===== config.mk =====
export PLATFORM = sky130hd
export DESIGN_NAME = counter_sequencer_flat
export DESIGN_NICKNAME = d
export VERILOG_FILES = /design/src/rtl/counter_sequencer_pkg.sv /design/src/rtl/counter_sequencer_if.sv /design/src/rtl/counter_sequencer_prescaler_en.sv /design/src/rtl/counter_sequencer.sv /design/src/flat_wrapper.sv
export SDC_FILE = /design/constraint.sdc
export NUM_CORES = 1
export LEC_CHECK = 0
export BUFFER_PORTS_ARGS = -buffer_cell sky130_fd_sc_hd__buf_2
export CAP_MARGIN = 20
export CORE_MARGIN = 4
export CORE_UTILIZATION = 50
export CTS_CLUSTER_SIZE = 40
export DETAILED_ROUTE_END_ITERATION = 8
export PLACE_DENSITY = 0.83
export REMOVE_ABC_BUFFERS = 1
export SLEW_MARGIN = 20
export SYNTH_ARGS = -nofsm -noshare
export SYNTH_HDL_FRONTEND = slang
export SYNTH_SLANG_ARGS = --single-unit

===== constraint.sdc =====
create_clock -name clk -period 3.25 [get_ports clk]
set_input_delay 0.8125 -clock clk [delete_from_list [all_inputs] [get_ports clk]]
set_output_delay 0.8125 -clock clk [all_outputs]
set_load 0.03 [all_outputs]

===== src/rtl/counter_sequencer_pkg.sv =====
// Shared definitions for the counter sequencer slice.
//   SIZE_DEFAULT / PS_W_DEFAULT : default count and prescaler widths
//   state_t                     : run-control state encoding (IDLE=0, RUN=1, HOLD=2, DONE=3)
//   is_busy()                   : true while a count is in progress (RUN or HOLD)
package counter_sequencer_pkg;

  localparam int SIZE_DEFAULT = 8;
  localparam int PS_W_DEFAULT = 16;

  typedef enum logic [1:0] {
    ST_IDLE = 2'd0,
    ST_RUN  = 2'd1,
    ST_HOLD = 2'd2,
    ST_DONE = 2'd3
  } state_t;

  function automatic logic is_busy(input state_t s);
    return (s == ST_RUN) || (s == ST_HOLD);
  endfunction

endpackage


===== src/rtl/counter_sequencer_if.sv =====
// Control/status bundle between user controls and the counter sequencer.
//   start, stop, pause, auto_rld : run-control levels from buttons/registers
//   limit                        : terminal count (SIZE bits), latched on start
//   prescale                     : divide ratio minus one (PS_W bits), latched on start
//   count, tick, busy, done      : counter status back to displays/downstream logic
//   state                        : raw 2-bit state encoding
// master drives the controls; slave is the sequencer itself.
interface counter_sequencer_if
  import counter_sequencer_pkg::*;
#(
  parameter int SIZE = SIZE_DEFAULT,
  parameter int PS_W = PS_W_DEFAULT
);

  logic            start;
  logic            stop;
  logic            pause;
  logic            auto_rld;
  logic [SIZE-1:0] limit;
  logic [PS_W-1:0] prescale;
  logic [SIZE-1:0] count;
  logic            tick;
  logic            busy;
  logic            done;
  logic [1:0]      state;

  modport master (
    output start, stop, pause, auto_rld, limit, prescale,
    input  count, tick, busy, done, state
  );

  modport slave (
    input  start, stop, pause, auto_rld, limit, prescale,
    output count, tick, busy, done, state
  );

endinterface


===== src/rtl/counter_sequencer_prescaler_en.sv =====
// Clock-enable generator for the counter: produces a one-cycle en every div+1
// active cycles.
//   clk  : board clock
//   rst  : synchronous active-high reset
//   clr  : restart the divide phase from zero (used on start/stop)
//   hold : freeze the phase and suppress en (paused or not running)
//   div  : divide ratio minus one
//   en   : enable pulse, combinational from the current phase
module prescaler_en #(
  parameter int PS_W = 16
) (
  input  logic            clk,
  input  logic            rst,
  input  logic            clr,
  input  logic            hold,
  input  logic [PS_W-1:0] div,
  output logic            en
);

  logic [PS_W-1:0] psc_q;

  assign en = !hold && (psc_q == div);

  // Phase counter: clr beats hold so a restart always begins a fresh period,
  // while hold keeps the phase so a resumed run finishes the interrupted one.
  always_ff @(posedge clk) begin
    if (rst) begin
      psc_q <= '0;
    end else if (clr) begin
      psc_q <= '0;
    end else if (!hold) begin
      if (en) begin
        psc_q <= '0;
      end else begin
        psc_q <= psc_q + PS_W'(1);
      end
    end
  end

endmodule


===== src/rtl/counter_sequencer.sv =====
// Run-control for the board's up-counter: start/stop/pause, programmable
// terminal count, prescaled increments, one-shot or auto-reload, and a
// one-cycle tick when the count leaves its terminal value.
//   clk : board clock
//   rst : synchronous active-high reset
//   bus : slave side of counter_sequencer_if (controls in, status out)
module counter_sequencer
  import counter_sequencer_pkg::*;
#(
  parameter int SIZE = SIZE_DEFAULT,
  parameter int PS_W = PS_W_DEFAULT
) (
  input  logic               clk,
  input  logic               rst,
  counter_sequencer_if.slave bus
);

  state_t          state_q, state_d;
  logic [SIZE-1:0] count_q, count_d;
  logic [SIZE-1:0] limit_q;
  logic [PS_W-1:0] prescale_q;
  logic            auto_q;
  logic            tick_q, tick_d;
  logic            load_cfg;
  logic            psc_clr;
  logic            psc_hold;
  logic            en;
  logic            at_limit;

  // The prescaler only advances in RUN on an edge that is neither paused nor
  // stopped, so a pause or stop edge never produces an increment.
  assign psc_hold = (state_q != ST_RUN) || bus.pause || bus.stop;
  assign at_limit = (count_q == limit_q);

  prescaler_en #(.PS_W(PS_W)) u_psc (
    .clk  (clk),
    .rst  (rst),
    .clr  (psc_clr),
    .hold (psc_hold),
    .div  (prescale_q),
    .en   (en)
  );

  // State register.
  always_ff @(posedge clk) begin
    if (rst) begin
      state_q <= ST_IDLE;
    end else begin
      state_q <= state_d;
    end
  end

  // Next-state and datapath control. Stop is checked first so it overrides a
  // terminal count on the same edge; pause is checked before en in RUN.
  always_comb begin
    state_d  = state_q;
    count_d  = count_q;
    tick_d   = 1'b0;
    load_cfg = 1'b0;
    psc_clr  = 1'b0;
    if (bus.stop) begin
      state_d = ST_IDLE;
      count_d = '0;
      psc_clr = 1'b1;
    end else begin
      case (state_q)
        ST_IDLE, ST_DONE: begin
          if (bus.start) begin
            load_cfg = 1'b1;
            count_d  = '0;
            psc_clr  = 1'b1;
            state_d  = ST_RUN;
          end
        end
        ST_RUN: begin
          if (bus.pause) begin
            state_d = ST_HOLD;
          end else if (en) begin
            if (at_limit) begin
              tick_d = 1'b1;
              if (auto_q) begin
                count_d = '0;
              end else begin
                state_d = ST_DONE;
              end
            end else begin
              count_d = count_q + SIZE'(1);
            end
          end
        end
        ST_HOLD: begin
          if (!bus.pause) begin
            state_d = ST_RUN;
          end
        end
        default: state_d = ST_IDLE;
      endcase
    end
  end

  // Count, tick and configuration latches.
  always_ff @(posedge clk) begin
    if (rst) begin
      count_q    <= '0;
      tick_q     <= 1'b0;
      limit_q    <= '0;
      prescale_q <= '0;
      auto_q     <= 1'b0;
    end else begin
      count_q <= count_d;
      tick_q  <= tick_d;
      if (load_cfg) begin
        limit_q    <= bus.limit;
        prescale_q <= bus.prescale;
        auto_q     <= bus.auto_rld;
      end
    end
  end

  assign bus.count = count_q;
  assign bus.tick  = tick_q;
  assign bus.busy  = is_busy(state_q);
  assign bus.done  = (state_q == ST_DONE);
  assign bus.state = state_q;

endmodule


===== src/flat_wrapper.sv =====
// flat-port wrapper written by rule: the top's interface ports become plain ports
module counter_sequencer_flat import counter_sequencer_pkg::*;
#(
  parameter int SIZE = SIZE_DEFAULT,
  parameter int PS_W = PS_W_DEFAULT
)
  (clk, rst, bus_start, bus_stop, bus_pause, bus_auto_rld, bus_limit, bus_prescale, bus_count, bus_tick, bus_busy, bus_done, bus_state);
  counter_sequencer_if #(.SIZE(SIZE), .PS_W(PS_W)) bus_i ();
  input  logic clk;
  input  logic rst;
  input wire logic [$bits(bus_i.start)-1:0] bus_start;
  input wire logic [$bits(bus_i.stop)-1:0] bus_stop;
  input wire logic [$bits(bus_i.pause)-1:0] bus_pause;
  input wire logic [$bits(bus_i.auto_rld)-1:0] bus_auto_rld;
  input wire logic [$bits(bus_i.limit)-1:0] bus_limit;
  input wire logic [$bits(bus_i.prescale)-1:0] bus_prescale;
  output wire logic [$bits(bus_i.count)-1:0] bus_count;
  output wire logic [$bits(bus_i.tick)-1:0] bus_tick;
  output wire logic [$bits(bus_i.busy)-1:0] bus_busy;
  output wire logic [$bits(bus_i.done)-1:0] bus_done;
  output wire logic [$bits(bus_i.state)-1:0] bus_state;
  assign bus_i.start = bus_start;
  assign bus_i.stop = bus_stop;
  assign bus_i.pause = bus_pause;
  assign bus_i.auto_rld = bus_auto_rld;
  assign bus_i.limit = bus_limit;
  assign bus_i.prescale = bus_prescale;
  assign bus_count = bus_i.count;
  assign bus_tick = bus_i.tick;
  assign bus_busy = bus_i.busy;
  assign bus_done = bus_i.done;
  assign bus_state = bus_i.state;
  counter_sequencer #(.SIZE(SIZE), .PS_W(PS_W)) u_core (.clk(clk), .rst(rst), .bus(bus_i));
endmodule

* After elaboration in Yosys (flattened, before gate mapping) *
Index checks and enable logic that the tools add are counted.

storage, ports and cells
  flip-flop bits (word level) = 52
  bits in latches = 0
  bits in writable memories = 0
  ROM bits = 0
  input port bits = 30
  output and inout port bits = 13
  memories = 0

cells by class
  $add $sub $neg = 2
  $mul = 0
  divide/modulo/power cells = 0
  magnitude comparators = 0
  equal/unequal tests = 14
  shift-type cells = 0
  multiplexer cells = 19
  bitwise logic cells = 2
  reduce and logical (&&, ||, !) cells = 13

operator list
  operator               number
  $mux 8                 5
  $add 16x1->16 const B  1
  $eq 16x16->1           1
  $mux 16                1
  $pmux 8 s2             1
  $mux 2                 6
  $reduce_and 5->1       2
  $ne 3x2->1 const B     3
  $add 8x1->8 const B    1
  $eq 8x8->1             1
  $ne 2x2->1 const B     3
  $pmux 2 s3             1
  $reduce_or 2->1        3
  $mux 1                 5
  $reduce_or 5->1        1
  $eq 2x2->1 const B     2
  $ne 2x1->1 const B     2
  $logic_or 1x1->1       3
  $ne 3x3->1 const B     1
  $eq 2x1->1 const B     1
  $logic_not 2->1        1
  $not 1->1              2
  $reduce_bool 2->1      1
  $logic_and 1x1->1      1
  $logic_not 1->1        1

* Longest topological paths before layout *
  word-level depth = 8
  mapped depth = 10
  depth with buffers taken out = 8

* Cells and area by module *
A second synthesis with hierarchy kept.

unflattened totals
  cells, all modules = 316
  area total of the unflattened synthesis = 2748.9 µm²

modules (own cells, without submodules)
  module             instances  cells each  area each (µm²)
  counter_sequencer  1          201         1625.3
  prescaler_en       1          115         1123.6

* Least setup slack after synthesis *
OpenSTA, ideal clock, no wires.

  path type = register to register
  from = register u_core.state_q[0] (netlist: u_core.bus.state[0])
  to = register u_core.count_q[0] (netlist: u_core.bus.count[0])
  library setup time = 121 ps
  arrival time = 2115 ps
  slack = 1014 ps
  stages on the path, launching flop included = 9
  path buffers = 0
  clock period less this slack = 2236 ps
  cell sequence = dfxtp_1 inv_1 ha_1 inv_1 nor2_1 nor3b_1 o2111a_2 nor2_1 mux2_2

between the ends
  word-level cells in the longest chain between the ends = 7
  elaborated cells on any way between the ends = 16
  classes of those cells = eq/ne: 7; mux: 1; reduce/logical: 8

RTL lines
  item                           RTL line                              RTL
  from (decl)                    counter_sequencer.sv:18               state_t state_q, state_d;
  from (signal assigned)         counter_sequencer.sv:49               state_q <= state_d;
  $ne 2x1->1                     counter_sequencer.sv:32               assign psc_hold = (state_q != ST_RUN) || bus.pause || bus.stop;
  $logic_or 1x1->1 (2 in a row)  counter_sequencer.sv:32
  $logic_not 1->1                counter_sequencer_prescaler_en.sv:22  assign en = !hold && (psc_q == div);
  $logic_and 1x1->1              counter_sequencer_prescaler_en.sv:22
  $ne 2x1->1 (no line)           -
  $reduce_and 5->1 (no line)     -
  to (signal assigned)           counter_sequencer.sv:110              count_q <= count_d;
  to (decl)                      counter_sequencer.sv:19               logic [SIZE-1:0] count_q, count_d;

Parallel ways exist; a longest one is shown, timed or not.
A chain may end at the register's enable or synchronous reset.

* Final worst setup path *
  from = register u_core.state_q[0] (netlist: u_core.bus.state[0])
  to = register u_core.u_psc.psc_q[1]

between the ends
  word-level cells in the longest chain between the ends = 6
  elaborated cells on any way between the ends = 12
  classes of those cells = eq/ne: 2; mux: 3; reduce/logical: 7

RTL lines
  item                                                RTL line                              RTL
  branches (longest 6 deep; another with $eq 2x2->1)  -
  to (signal assigned)                                counter_sequencer_prescaler_en.sv:35  psc_q <= psc_q + PS_W'(1);
  to (decl)                                           counter_sequencer_prescaler_en.sv:20  logic [PS_W-1:0] psc_q;

Several ways; the timed one is not identified.

==> results_dict.tcl <==
set metrics [dict create \
    synth_edf_count 0 \
    grt_pass1_vias 2023 \
    grt_max_degree 29 \
    portBuffers 42 \
    maxCapViolCount 0 \
    cts_resized 0 \
    htree_levels 2 \
    fillers 449 \
    ys_seq_elements 52 \
    drc_errors 0 \
    ys_warn_count 0 \
    first_pass_iters 4 \
    async_flop_share_pct 0 \
    drive_gt1_share_pct 19.19 \
    holdBufCountCts 0 \
    overflow 0 \
    clk_pin_slew_ns 0.09 \
    seq_area_mm2 0.001041 \
    coreArea_mm2 0.004786 \
    setup_violations 0 \
    clock.fmax_mhz 433.3 \
    layout_setup_ws_ns 0.9422 \
    cp-start-kind "flip-flop" \
    final_max_slew_viol_count 0 \
    final_util_pct 59.45 \
    hold_viol_final 0 \
    path_class "reg2reg" \
    rsz0062_at_grt "no" \
    peakVddDrop_mv 0.1908 \
    routed_via_density 5.197 \
    clock_sinks 52 \
    end_kind "flip-flop" \
    multi_input_area_mm2 0.001388 \
    crit_path_max_fanout 16 \
    period_minus_slack_ns 2.308 \
    grt_pass1_wl_um 9156 \
    ys.flop_type "dfxtp_1" \
    yosys-top-cells-area "dfxtp_1 (41%), nand2_1 (11%), xnor2_1 (7.0%)" \
    dp_hpwl_um 3993 \
    postSynthAreaPerCell_um2 8.176 \
    p_per_area_mw_per_mm2 413.0 \
    place_congestion 0.7976 \
    synth_cells 307 \
    fp.dieW_um 78.85 \
    post_cts_buffers 0 \
    ys_types 42 \
    areaGrowthSynthToFinish_pct 13.36 \
    dp_slack_ns 0.7321 \
    postRouteAntennaNets 0 \
    antenna_found_initial 0 \
    clk_latency_ns 0.30 \
    tightest_slew_ns 0.7085 \
    leakage_nw 1.134 \
    die_h_um 78.85 \
    post_drt_wl_per_cell_um 13.06 \
    syn-cell-area_mm2 0.002510 \
    vias 2136 \
    fin_skew_ns 0.006690 \
    seq_area_frac_synth_pct 41.48 \
    clk_path_buf_depth 2 \
    hold_path_class "reg2reg" \
    finalNetCount 379 \
    die_area_mm2 0.006217 \
    initial_core_util_pct 52.44 \
    cts-root-buf "clkbuf_8" \
    antennaDiodeCount 0 \
    setup_tns_ns 0 \
    grt_use_total_pct 18.63 \
    fin_crit_sh_pct 71.01 \
    row_count 25 \
    outcome "complete, no violations" \
    yosysTopAreaCell "dfxtp_1" \
    cp_data_required_time_ns 3.46 \
    ios 43 \
    cts_tree "done" \
    worstPathArrival_ns 2.52 \
    finalWirelength_um 5369 \
    drt_iter0_drc 145 \
    slew_headroom_pct 52.59 \
    cts_made_buffers 5 \
    yosys.area.top_type_share_pct 41.48 \
]
[layout make-up]
type	count	area share [%]
flip-flops and latches	52	36.59
clock buffers	7	3.386
multi-input cells	237	48.77
inverters	5	0.6596
well taps	67	2.946
repair buffers	43	7.652
[worst max-delay path, cell delays in order (launching register included)]
cell	delay, ns
dfxtp_1	0.42
ha_1	0.33
or3b_4	0.46
nor3_2	0.25
and2_1	0.18
or2_2	0.32
a2bb2o_4	0.25
[report_power, final]
group | switching [mW] | leakage [nW] | internal [mW] | total [mW]
combinational | 0.0717 | 0.662 | 0.0466 | 0.118
sequential | 0.0112 | 0.422 | 0.653 | 0.664
clock | 0.203 | 0.0503 | 0.190 | 0.393
[cells in the final DEF (no fill, tap or decap), types with 2 or more instances in the layout]
master / count
a22o_1: 5
ha_1: 5
inv_1: 5
clkbuf_8: 7
a21oi_1: 27
dfxtp_1: 52
buf_2: 42
o21ai_0: 5
xor2_1: 18
nor3b_1: 2
xnor2_1: 20
or2_2: 4
nor2_2: 2
nand4_1: 7
nand2_1: 73
nand3_1: 9
nor3_1: 2
nor2_1: 32
nor4_1: 4
[final timing paths]
check | from | to | slack, ns | depth (start not counted)
worst max-delay path | u_core.bus.state[0] | u_core.u_psc.psc_q[1] | 0.94 | 6
worst min-delay path | u_core.prescale_q[13] | u_core.prescale_q[13] | 0.47 | 2
worst max register to register | u_core.bus.state[0] | u_core.u_psc.psc_q[1] | 0.94 | 6
worst min register to register | u_core.prescale_q[13] | u_core.prescale_q[13] | 0.47 | 2
[flip-flops by register name (all words and copies together), names as in the netlist]
signal              cells
u_core.auto_q           1
u_core.bus.count        8
u_core.bus.state        2
u_core.bus.tick         1
u_core.limit_q          8
u_core.prescale_q      16
u_core.u_psc.psc_q     16
[synth_stat cells (2+ instances only)]
library cell  number
clkbuf_2           2
ha_1               5
nor4_1             4
nor2_2             2
xnor2_1           20
nor2_1            32
nand4_1            7
dfxtp_1           52
buf_4              3
or2_2              4
clkbuf_1           8
xor2_1            18
a22o_1             5
a21oi_1           27
inv_1              5
nand2_1           73
o21ai_0            5
nor3_1             2
nand3_1            9
nor3b_1            2
[logic make-up after synthesis]
kind of cell / count (synthesis) / synth area share [%]
multiplexers: 2 / 0.8474
AND/OR/NAND/NOR: 145 / 26.62
AO/OA/AOI/OAI: 47 / 12.06
flip-flops: 52 / 41.48
adder cells (fa/ha/maj): 5 / 2.493
buffers and inverters: 18 / 3.240
XOR/XNOR: 38 / 13.26
[stage by stage]
stage | hold WS [ns] | instance area (um2) | cells | power [mW]
2_1_floorplan | 0.4418 | 2447 | 294 | 0.7501
3_3_place_gp | 0.4557 | 2749 | 404 | 0.7946
3_5_place_dp | 0.4614 | 2749 | 404 | 0.7980
4_1_cts | 0.4737 | 2845 | 411 | 1.184
5_1_grt | 0.4933 | 2845 | 411 | 1.226
6_report | 0.4707 | 2845 | 411 | 1.175
[routing by layer]
layer	up-vias	wire length, um	global-route usage (%)
li1	1094	-	-
met1	974	2544	25.32
met2	54	2434	29.03
met3	14	245	2.834
met4	0	144	8.763
met5	-	0	0
No activity file was read; power rests on OpenSTA's default activity.
